`src/rtl/cpu_defs_pkg.sv`:
```
// Shared definitions for the accumulator CPU control path.
// SEQ_HALT_EN adds the HALT state so opcode 111 stops the machine.
package cpu_defs_pkg;

  localparam int OP_W = 3;

  typedef enum logic [OP_W-1:0] {
    OP_LOAD  = 3'b000,
    OP_STORE = 3'b001,
    OP_ADD   = 3'b010,
    OP_SUB   = 3'b011,
    OP_BNE   = 3'b100,
    OP_BEQ   = 3'b101,
    OP_JMP   = 3'b110,
    OP_HALT  = 3'b111
  } opcode_t;

  typedef enum logic [2:0] {
    BOOT,
    FETCH_A,
    FETCH_I,
    DECODE,
    EXEC
`ifdef SEQ_HALT_EN
    , HALT
`endif
  } state_t;

  typedef struct packed {
    logic pc_bus;
    logic ir_bus;
    logic acc_bus;
    logic load_pc;
    logic inc_pc;
    logic load_ir;
    logic load_mar;
    logic load_acc;
    logic alu_acc;
    logic alu_add;
    logic alu_sub;
    logic cs;
    logic r_nw;
  } ctrl_t;

endpackage

```
`src/rtl/sequencer.sv`:
```
// Fetch/decode/execute control unit for the accumulator CPU.
// SEQ_HALT_EN makes opcode 111 halt until reset; otherwise it is a NOP.
module sequencer #(
  parameter int OP_W   = cpu_defs_pkg::OP_W,
  parameter int WORD_W = 8
) (
  input  logic            clock,
  input  logic            n_reset,
  input  logic [OP_W-1:0] op,
  input  logic            z_flag,
  output logic            PC_bus,
  output logic            IR_bus,
  output logic            ACC_bus,
  output logic            load_PC,
  output logic            INC_PC,
  output logic            load_IR,
  output logic            load_MAR,
  output logic            load_ACC,
  output logic            ALU_ACC,
  output logic            ALU_add,
  output logic            ALU_sub,
  output logic            CS,
  output logic            R_NW,
  output logic            halted
);

  import cpu_defs_pkg::*;

  state_t state_q, state_d;
  ctrl_t  ctrl;

  always_ff @(posedge clock or negedge n_reset) begin
    if (!n_reset) state_q <= BOOT;
    else          state_q <= state_d;
  end

  always_comb begin
    ctrl    = '0;
    state_d = state_q;
    unique case (state_q)
      BOOT: state_d = FETCH_A;
      FETCH_A: begin
        ctrl.pc_bus   = 1'b1;
        ctrl.load_mar = 1'b1;
        ctrl.load_pc  = 1'b1;
        ctrl.inc_pc   = 1'b1;
        state_d       = FETCH_I;
      end
      FETCH_I: begin
        ctrl.cs      = 1'b1;
        ctrl.r_nw    = 1'b1;
        ctrl.load_ir = 1'b1;
        state_d      = DECODE;
      end
      DECODE: begin
        ctrl.ir_bus = 1'b1;
        state_d     = FETCH_A;
        case (op)
          OP_LOAD, OP_STORE, OP_ADD, OP_SUB: begin
            ctrl.load_mar = 1'b1;
            state_d       = EXEC;
          end
          OP_JMP: ctrl.load_pc = 1'b1;
          OP_BNE: ctrl.load_pc = !z_flag;
          OP_BEQ: ctrl.load_pc = z_flag;
`ifdef SEQ_HALT_EN
          OP_HALT: state_d = HALT;
`endif
          default: ;
        endcase
      end
      EXEC: begin
        state_d = FETCH_A;
        case (op)
          OP_LOAD: begin
            ctrl.cs       = 1'b1;
            ctrl.r_nw     = 1'b1;
            ctrl.load_acc = 1'b1;
          end
          OP_ADD, OP_SUB: begin
            ctrl.cs       = 1'b1;
            ctrl.r_nw     = 1'b1;
            ctrl.load_acc = 1'b1;
            ctrl.alu_acc  = 1'b1;
            ctrl.alu_add  = (op == OP_ADD);
            ctrl.alu_sub  = (op == OP_SUB);
          end
          OP_STORE: begin
            ctrl.acc_bus = 1'b1;
            ctrl.cs      = 1'b1;
          end
          default: ;
        endcase
      end
`ifdef SEQ_HALT_EN
      HALT: state_d = HALT;
`endif
      default: state_d = BOOT;
    endcase
  end

  assign PC_bus   = ctrl.pc_bus;
  assign IR_bus   = ctrl.ir_bus;
  assign ACC_bus  = ctrl.acc_bus;
  assign load_PC  = ctrl.load_pc;
  assign INC_PC   = ctrl.inc_pc;
  assign load_IR  = ctrl.load_ir;
  assign load_MAR = ctrl.load_mar;
  assign load_ACC = ctrl.load_acc;
  assign ALU_ACC  = ctrl.alu_acc;
  assign ALU_add  = ctrl.alu_add;
  assign ALU_sub  = ctrl.alu_sub;
  assign CS       = ctrl.cs;
  assign R_NW     = ctrl.r_nw;

`ifdef SEQ_HALT_EN
  assign halted = (state_q == HALT);
`else
  assign halted = 1'b0;
`endif

  a_op_fits: assert property (
    @(posedge clock) OP_W <= WORD_W);
  a_one_bus: assert property (
    @(posedge clock) disable iff (!n_reset)
    $onehot0({PC_bus, IR_bus, ACC_bus}));
  a_alu_op: assert property (
    @(posedge clock) disable iff (!n_reset)
    !(ALU_add && ALU_sub));
  a_alu_ld: assert property (
    @(posedge clock) disable iff (!n_reset)
    !ALU_ACC || load_ACC);
  a_inc_ld: assert property (
    @(posedge clock) disable iff (!n_reset)
    !INC_PC || load_PC);
  a_rnw_cs: assert property (
    @(posedge clock) disable iff (!n_reset)
    CS || !R_NW);
  // An undriven opcode decodes as a NOP, but it is still a bug upstream.
  a_op_known: assert property (
    @(posedge clock) disable iff (!n_reset)
    !(state_q == DECODE && $isunknown(op)));

endmodule

```
`config.mk`:
```
export PLATFORM = sky130hd
export DESIGN_NAME = sequencer
export DESIGN_NICKNAME = d
export VERILOG_FILES = /design/src/rtl/cpu_defs_pkg.sv /design/src/rtl/sequencer.sv
export SDC_FILE = /design/constraint.sdc
export NUM_CORES = 1
export LEC_CHECK = 0
export BUFFER_PORTS_ARGS = -buffer_cell sky130_fd_sc_hd__buf_4
export CORE_AREA = 8 8 45 47
export CTS_BUF_LIST = sky130_fd_sc_hd__clkbuf_4
export CTS_CLUSTER_SIZE = 40
export DETAILED_ROUTE_END_ITERATION = 8
export DIE_AREA = 0 0 53 55
export PLACE_DENSITY_LB_ADDON = 0.12
export SLEW_MARGIN = 20
export SYNTH_ARGS = -nofsm -noshare
export SYNTH_HDL_FRONTEND = slang
export SYNTH_SLANG_ARGS = --single-unit
```
`constraint.sdc`:
```
create_clock -name clock -period 1.8 [get_ports clock]
set_input_delay 0.36 -clock clock [delete_from_list [all_inputs] [get_ports clock]]
set_output_delay 0.36 -clock clock [all_outputs]
set_load 0.02 [all_outputs]
```
# After elaboration in Yosys (flattened, before gate mapping)
# Cells that the tools add are included.
[totals] regBits=3 out_inout_bits=14 word_cells=33
[classes] n_eq_ne=10 muxes=15 n_reduce_logical=7
[ops] operator="$eq A3 B2 Y1 const B" n=4
[ops] operator="$eq A3 B3 Y1 const B" n=4
[ops] operator="$pmux W3 S4" n=1
[ops] operator="$mux W1" n=7
[ops] operator="$eq A3 B1 Y1 const B" n=2
[ops] operator="$logic_not A3 Y1" n=2
[ops] operator="$mux W3" n=2
[ops] operator="$mux W4" n=1
[ops] operator="$pmux W1 S2" n=2
[ops] operator="$pmux W2 S2" n=1
[ops] operator="$reduce_or A2 Y1" n=2
[ops] operator="$reduce_or A4 Y1" n=1
[ops] operator="$pmux W1 S3" n=1
[ops] operator="$reduce_or A3 Y1" n=1
[ops] operator="$logic_not A1 Y1" n=1

# Longest topological paths before layout
# Gate-level depths: netlist of run 1.
[depth] word_depth=4 mapped_depth=4 mapped_depth_nobuf=3

# Least setup slack after synthesis of run 1
# OpenSTA, ideal clock, no wires.
[synth_timing] path_type="register to output" start="reg state_q[0]" end="out CS" arrival_time_ns=1.361 required_ns=1.440 slack_ns=0.079 stages_incl_launch_ff=3 path_buffers=0 cell_sequence="dfrtp_1 -> nor3b_1 -> nand2b_1"
[synth_via] elab_chain_cells=2 elab_cells_between_ends=3 cone_classes="eq/ne: 2; mux: 1"
[synth_rtl] item="from (decl)" line_no="sequencer.sv:29" source="state_t state_q, state_d;"
[synth_rtl] item="from (signal assigned)" line_no="sequencer.sv:34" source="else state_q <= state_d;"
[synth_rtl] item="$eq A3 B3 Y1 or $eq A3 B2 Y1 (tied branches)" line_no="sequencer.sv:40" source="unique case (state_q)"
[synth_rtl] item="$pmux W2 S2 (*)" line_no="sequencer.sv:40"
[synth_rtl] item="to (decl)" line_no="sequencer.sv:22" source="output logic CS,"
# Mark *: on every way between the ends. The rest lies on a longest branch, timed or not.

# Worst setup path in the final report of run 1
[layout_timing] start="reg state_q[1]" end="out CS"
# Same word-level chain as after synthesis.

==> flow_summary.yaml, run 1 <==
sta:
  period_needed_ns: 1.79
  fmax_ghz: 0.559
  skew_ns: 0.00173
  setup_viol: 0
  slew_violations: 0
  timing.final.crit_share_pct: 99.4
  hold_violations: 0
  rsz0062_at_grt: "yes"
  timing.setup.tns_ns: 0
setup_path:
  startpoint_type: "register"
  critPathSlowestCell: "or4b_4"
  worstPathMaxFanout: 4
  rrSetupSlack_ns: 0.76
  required_ns: 1.44
  reg2reg_from: "state_q[1]"
  reg2reg_to: "state_q[2]"
  crit_buf_inv: 1
  cp.depth: 3
  end_kind: "output port"
  critPathMaxStageDelay_ns: 0.54
  crit_family: "simple AND/OR/NAND/NOR gates"
  critical_path_class: "register to output port"
  cp_data_arrival_time_ns: 1.43
  cp-startpoint: "state_q[1]"
  reg2regPathDepth: 3
  crit_chain: "or4b_4 > nand2b_1 > buf_6"
cells_and_area:
  layout_common_cells: "buf_4, nand2b_1, clkbuf_4"
  largest_register: "state_q"
  layout-drive-gt1-share_pct: 58.5
  fin_nets: 60
  reg_top3: "state_q: 3 flops"
  syn_to_final_growth_pct: 77.4
  fillCellCount: 149
  final_common_cell: "buf_4"
  multi_input_area_um2: 191
  ff_latch_area_um2: 77.6
  largest_register_ffs: 3
  insertedDiodeCount: 0
  stdcell_area_um2: 490
clock_tree:
  clkSinkCount: 3
  cts_buffers: 3
  tritoncts: "yes"
  clockBufferDepth: 2
  cts.reportedPaths.clkPinSlew_ns: 0.04
  clockRootBuffer: "clkbuf_4"
  cts-htree-levels: 1
  clock_latency_ns: 0.24
floorplanning:
  dieArea_mm2: 0.00292
  row_count: 14
  die_h_um: 55
  fp.dieW_um: 53
  initial_core_util_pct: 20.0
  fp.coreArea_mm2: 0.00138
  ios: 20
global_route:
  antenna_found_initial: 0
  overflow: 0
  grtUsageTotal_pct: 6.34
  grt_pass1_wl_um: 1350
  grt_pass1_vias: 309
  grt_max_degree: 8
detailed_routing:
  drc_errors: 0
  drt_pass1_iterations: 3
  routed_wl_um: 830
  num_vias: 303
  first_iter_violations: 6
  vias_per_cell: 4.39
  wire_per_inst_um: 12.0
  ant_nets: 0
synth:
  synth_top_family_by_area: "simple AND/OR/NAND/NOR gates"
  synth.net_count: 37
  synth-warning-count: 0
  synth_compound_area_share_pct: 6.79
  synth_cell_type_count: 23
  synthSimpleGateAreaFrac_pct: 52.0
  synth_mux_area_share_pct: 0
  ys_ff_latch: 3
  synth_area_um2: 277
  synth_edf_count: 0
  synth-xor-area-share_pct: 3.17
  synth_ff_type: "dfrtp_1"
  syn_inst: 31
  yosys.area_share.adder_pct: 0
  synth-async-reset-ratio_pct: 100
  synth-seq-area-share_pct: 27.1
  avgSynthCellArea_um2: 8.92
power:
  powerDensity_mw_per_mm2: 1690
  p_switching_uw: 366
  swShare_pct: 44.3
  ir_drop_v: 0.000602
  p_leak_nw: 0.238
  p_int_uw: 461
  clkPwrFrac_pct: 16.5
  p_comb_share_pct: 65.7
  seqPwrFrac_pct: 17.8
run:
  maxCapViolations: 0
place:
  portBuffers: 18
  placed_area_um2: 413
  dp_hpwl_um: 680
  gp_congestion: 0.670
worst_hold_path:
  min_path_type: "primary input to register"
  worstHoldPathCells: 2
  hold_path_end: "state_q[2]"
  worstHoldStart: "op[2]"
outcome:
  status: "complete, no violations"
through the flow:
step	hold WS [ns]	setup slack [ns]	power (mW)	util, %	std cells
final	0.358	0.0114	0.826	35.4	69
after CTS	0.345	-0.00560	0.821	33.9	69
after detailed placement	0.150	0.174	0.644	29.8	63
after global placement	0.150	0.196	0.634	29.8	63
after global routing	0.368	-0.0467	0.897	35.4	69
after floorplan	0.0644	0.0791	0.462	-	31
cells by family (layout without fill, tap and decap cells):
group / after synthesis / count (layout)
buf+inv: 3 / 25
compound gates: 3 / 3
other cells: 1 / 1
xor+xnor: 1 / 1
simple gates: 20 / 20
flops: 3 / 3
synth_stat cells, drive strengths merged (2+ instances only):
cell,instances,area share [%]
nand2b,4,9.0
buf,3,9.5
dfrtp,3,27
nor2,3,5.0
and2,2,4.5
how the worst max path moves through the flow:
stage	endpoint	slack [ns]
floorplan	CS	0.08
global placement	ACC_bus	0.20
detailed placement	ACC_bus	0.17
CTS	ALU_add	-0.006
global route	CS	-0.05
finish	CS	0.01
repair_timing:
| item | 4_1_cts | 5_1_grt |
|---|---|---|
| resized for setup | 3 | 5 |
| hold buffers | 1 | 0 |
| hold endpoints to repair | 3 | 0 |
| buffers inserted | 1 | 0 |
| endpoints found under the setup margin | 4 | 4 |
| pin swaps | 1 | 3 |
layout make-up:
type,count,area share [%]
flip-flops and latches,3,15.8
multi-input cells,25,39.0
clock buffers,4,6.12
repair buffers,21,34.9
well taps,16,4.08
worst register-to-register path: cells and delay by family (launching register included):
family                 cells  cell delay, ns
DFF                        1            0.43
buffers and inverters      1            0.17
and+or+nand+nor            2            0.32
power groups by stage:
stage | Combinational (mW) | Sequential [mW] | Clock, mW
after floorplan | 0.333 | 0.128 | 0
final | 0.543 | 0.147 | 0.137
after CTS | 0.540 | 0.137 | 0.144
after global placement | 0.492 | 0.142 | 0
after detailed placement | 0.498 | 0.146 | 0
after global routing | 0.593 | 0.157 | 0.148
routing by layer:
layer	vias to the layer above	wire, um	GRT usage, %
li1	147	-	-
met1	144	282	6.09
met2	10	452	10.5
met3	2	72	2.67
met4	0	22	5.17
met5	-	0	0
Power figures use the tool's default switching activity.
==> inputs of run 2 (changes only) <==
SKIP_CTS_REPAIR_TIMING = 1   (was unset)
clock period = 2 ns   (was 1.8 ns; I/O delays follow)
==> flow_summary.yaml, run 2 (synthesis gave the netlist of run 1 again) <==
setup_path:
  worstPathMaxFanout: 7
  critical_path_class: "register to output port"
  reg2reg_from: "state_q[0]"
  required_ns: 1.60
  end_kind: "output port"
  startpoint_type: "register"
  cp_data_arrival_time_ns: 1.52
  cp-startpoint: "state_q[0]"
worst_hold_path:
  worstHoldStart: "op[2]"
  min_path_type: "primary input to register"
global_route:
  overflow: 0
  grt_pass1_wl_um: 1220
  grt_max_degree: 11
  grtUsageTotal_pct: 5.53
  antenna_found_initial: 0
  grt_pass1_vias: 294
floorplanning:
  initial_core_util_pct: 20.0
  ios: 20
  die_h_um: 55
  row_count: 14
  fp.coreArea_mm2: 0.00138
  fp.dieW_um: 53
  dieArea_mm2: 0.00292
cells_and_area:
  fillCellCount: 170
  layout_common_cells: "buf_4, nand2b_1, clkbuf_4"
  post-route-util_pct: 32.3
  syn_to_final_growth_pct: 61.5
  final_common_cell: "buf_4"
  fin_nets: 58
  reg_top3: "state_q: 3 flops"
  insertedDiodeCount: 0
  largest_register: "state_q"
  largest_register_ffs: 3
  layout-drive-gt1-share_pct: 52.9
detailed_routing:
  routed_wl_um: 779
  drc_errors: 0
  wire_per_inst_um: 11.6
  num_vias: 284
  drt_pass1_iterations: 1
  first_iter_violations: 0
  ant_nets: 0
  vias_per_cell: 4.24
clock_tree:
  tritoncts: "yes"
  clockRootBuffer: "clkbuf_4"
  cts.reportedPaths.clkPinSlew_ns: 0.04
  cts-htree-levels: 1
  clockBufferDepth: 2
  clkSinkCount: 3
  cts_buffers: 3
  clock_latency_ns: 0.23
sta:
  skew_ns: 0.000190
  timing.final.crit_share_pct: 96.2
  fmax_ghz: 0.520
  rsz0062_at_grt: "yes"
  holdWs_ns: 0.392
  period_needed_ns: 1.92
  setup_viol: 0
  slew_violations: 0
  hold_violations: 0
  timing.setup.tns_ns: 0
place:
  dp_hpwl_um: 640
  portBuffers: 18
  gp_congestion: 0.686
power:
  p_leak_nw: 0.222
  ir_drop_v: 0.000558
  powerDensity_mw_per_mm2: 1500
run:
  maxCapViolations: 0
outcome:
  status: "complete, no violations"
run 2: cell count changes in the layout (fill, tap and decap cells not counted):
| cell | before | now |
|---|---|---|
| dfrtp_1 | 1 | 2 |
| nor2_4 | 1 | 0 |
| dfrtp_2 | 2 | 1 |
| and2_4 | 1 | 0 |
| buf_4 | 17 | 18 |
| nor4b_2 | 0 | 1 |
| buf_6 | 3 | 0 |
| nor2_2 | 0 | 1 |
| and2_1 | 1 | 2 |
| nor4b_4 | 1 | 0 |
run 2: report_power, final:
group	total, mW	switching (mW)	internal [mW]
Sequential	0.150	0.0597	0.0905
Combinational	0.401	0.211	0.190
Clock	0.117	0.0287	0.0881
Total	0.668	0.300	0.369
run 2: cell type report:
class	count	area, um2	share of cell area, %
tap	16	20.0	4.48
clock buffer	4	30.0	6.72
multi-input combinational	25	175	39.2
sequential	3	76.3	17.1
timing repair buffer	19	145	32.5
run 2: layer usage:
| layer | wire length (um) | share of wire [%] | vias up | global-route usage, % |
|---|---|---|---|---|
| li1 | - | - | 142 | - |
| met1 | 289 | 37 | 134 | 5.03 |
| met2 | 420 | 54 | 8 | 9.57 |
| met3 | 69 | 8.9 | 0 | 2.67 |
| met4 | 0 | 0 | 0 | 3.88 |
| met5 | 0 | 0 | - | 0 |
run 2: worst max-delay path: stages, from the launching register on:
cell and delay, ns:
dfrtp_1 0.46, or4b_4 0.57, nor2_2 0.12, buf_4 0.14
run 2: worst paths after layout:
| path | to | cells past startpoint | slack [ns] |
|---|---|---|---|
| max in group asynchronous | state_q[1] | 2 | 1.40 |
| max reg2reg | state_q[2] | 2 | 1.06 |
| max | ACC_bus | 3 | 0.08 |
| min in group asynchronous | state_q[2] | 2 | 0.50 |
| min reg2reg | state_q[1] | 1 | 0.53 |
| min | state_q[2] | 2 | 0.39 |
run 2: metrics by stage:
step           power (mW)  instance area (um2)  setup WS (ns)  std cells
2_1_floorplan       0.415                  277          0.239         31
3_3_place_gp        0.555                  405          0.322         62
3_5_place_dp        0.555                  405          0.284         62
4_1_cts             0.678                  435         0.0405         66
5_1_grt             0.725                  447        -0.0120         67
6_report            0.668                  447         0.0763         67
==> inputs of run 3 (changes only) <==
BUFFER_PORTS_ARGS = unset   (was -buffer_cell sky130_fd_sc_hd__buf_4)
DONT_BUFFER_PORTS = 1   (was unset)
clock period = 2.4 ns   (was 2 ns; I/O delays follow)
==> flow_summary.yaml, run 3 (synthesis gave the netlist of run 1 again) <==
power:
  p_leak_nw: 0.141
  powerDensity_mw_per_mm2: 1440
  ir_drop_v: 0.000554
  power_uw: 468
setup_path:
  critical_path_class: "register to output port"
  reg2regPathDepth: 2
  required_ns: 1.92
  cp_data_arrival_time_ns: 1.63
  rrSetupSlack_ns: 1.33
  reg2reg_from: "state_q[1]"
  worstPathMaxFanout: 10
  reg2reg_to: "state_q[2]"
  startpoint_type: "register"
  end_kind: "output port"
sta:
  period_needed_ns: 2.11
  timing.final.crit_share_pct: 87.9
  rsz0062_at_grt: "no"
  holdWs_ns: 0.320
  worst_pin_slew_ns: 0.522
  timing.setup.tns_ns: 0
  fmax_ghz: 0.474
  relSlewSlack_pct: 65.0
  slew_violations: 0
  hold_violations: 0
  skew_ns: 0.00124
  setup_viol: 0
worst_hold_path:
  hold_path_end: "state_q[2]"
  min_path_type: "primary input to register"
  worstHoldPathCells: 1
  worstHoldStart: "op[2]"
floorplanning:
  row_count: 14
  fp.coreArea_mm2: 0.00138
  fp.dieW_um: 53
  ios: 20
  dieArea_mm2: 0.00292
  die_h_um: 55
  initial_core_util_pct: 20.0
global_route:
  grtUsageTotal_pct: 5.58
  antenna_found_initial: 0
  grt_max_degree: 11
  grt_pass1_vias: 249
  overflow: 0
  grt_pass1_wl_um: 1170
cells_and_area:
  layout-drive-gt1-share_pct: 28.6
  reg_top3: "state_q: 3 flops"
  fin_nets: 42
  layout_common_cells: "nand2b_1, clkbuf_4, dfrtp_1"
  syn_to_final_growth_pct: 17.6
  largest_register: "state_q"
  insertedDiodeCount: 0
  largest_register_ffs: 3
clock_tree:
  cts-htree-levels: 1
  cts_buffers: 3
  clockRootBuffer: "clkbuf_4"
  cts.reportedPaths.clkPinSlew_ns: 0.04
  tritoncts: "yes"
  clock_latency_ns: 0.23
  clkSinkCount: 3
  clockBufferDepth: 2
detailed_routing:
  drt_pass1_iterations: 4
  ant_nets: 0
  drc_errors: 0
  wire_per_inst_um: 14.5
  vias_per_cell: 4.25
  routed_wl_um: 738
  first_iter_violations: 6
  num_vias: 217
run:
  maxCapViolations: 0
place:
  portBuffers: 0
  dp_hpwl_um: 565
  gp_congestion: 0.638
outcome:
  status: "complete, no violations"
==> run 3: changes by cell type in the layout (fill, tap and decap cells not counted), sizes merged <==
cell  change
buf      -16
==> run 3: stage by stage <==
stage / utilization [%] / instance area (um2) / instances / setup slack [ns]
2_1_floorplan: - / 277 / 31 / 0.559
3_3_place_gp: 20.6 / 285 / 46 / 0.502
3_5_place_dp: 20.6 / 285 / 46 / 0.522
4_1_cts: 22.8 / 315 / 50 / 0.270
5_1_grt: 23.5 / 325 / 51 / 0.168
6_report: 23.5 / 325 / 51 / 0.291
==> run 3: critical path, stage by stage, from the launching register on <==
cell	delay, ns
dfrtp_1	0.48
nor4b_2	0.34
and2_1	0.32
or2_1	0.26
==> run 3: cell type report <==
cell class / instances / area [um2]
Clock buffer: 4 / 30.0
Fill cell: 160 / 1060
Multi-Input combinational cell: 25 / 175
Sequential cell: 3 / 75.1
Timing Repair Buffer: 3 / 25.0
Tap cell: 16 / 20.0
==> run 3: how the worst max path moves through the flow <==
stage | end | cells past startpoint | start | slack (ns)
final | R_NW | 3 | state_q[1] | 0.29
after global routing | ALU_add | 3 | state_q[1] | 0.17
after CTS | ALU_add | 3 | state_q[1] | 0.27
after detailed placement | ALU_add | 3 | state_q[1] | 0.52
after global placement | ALU_add | 3 | state_q[1] | 0.50
after floorplan | CS | 2 | state_q[0] | 0.56
==> run 3: where the power goes <==
group | internal, mW | total [mW] | switching (mW)
Combinational | 0.0847 | 0.246 | 0.162
Sequential | 0.0734 | 0.125 | 0.0516
Clock | 0.0734 | 0.0969 | 0.0235
==> run 3: layer usage <==
metal	vias up	GRT usage, %	share of wire (%)
met4	0	6.47	0
met2	8	9.38	54
met3	0	2.14	9.9
met5	-	0	0
li1	111	-	-
met1	98	4.73	36
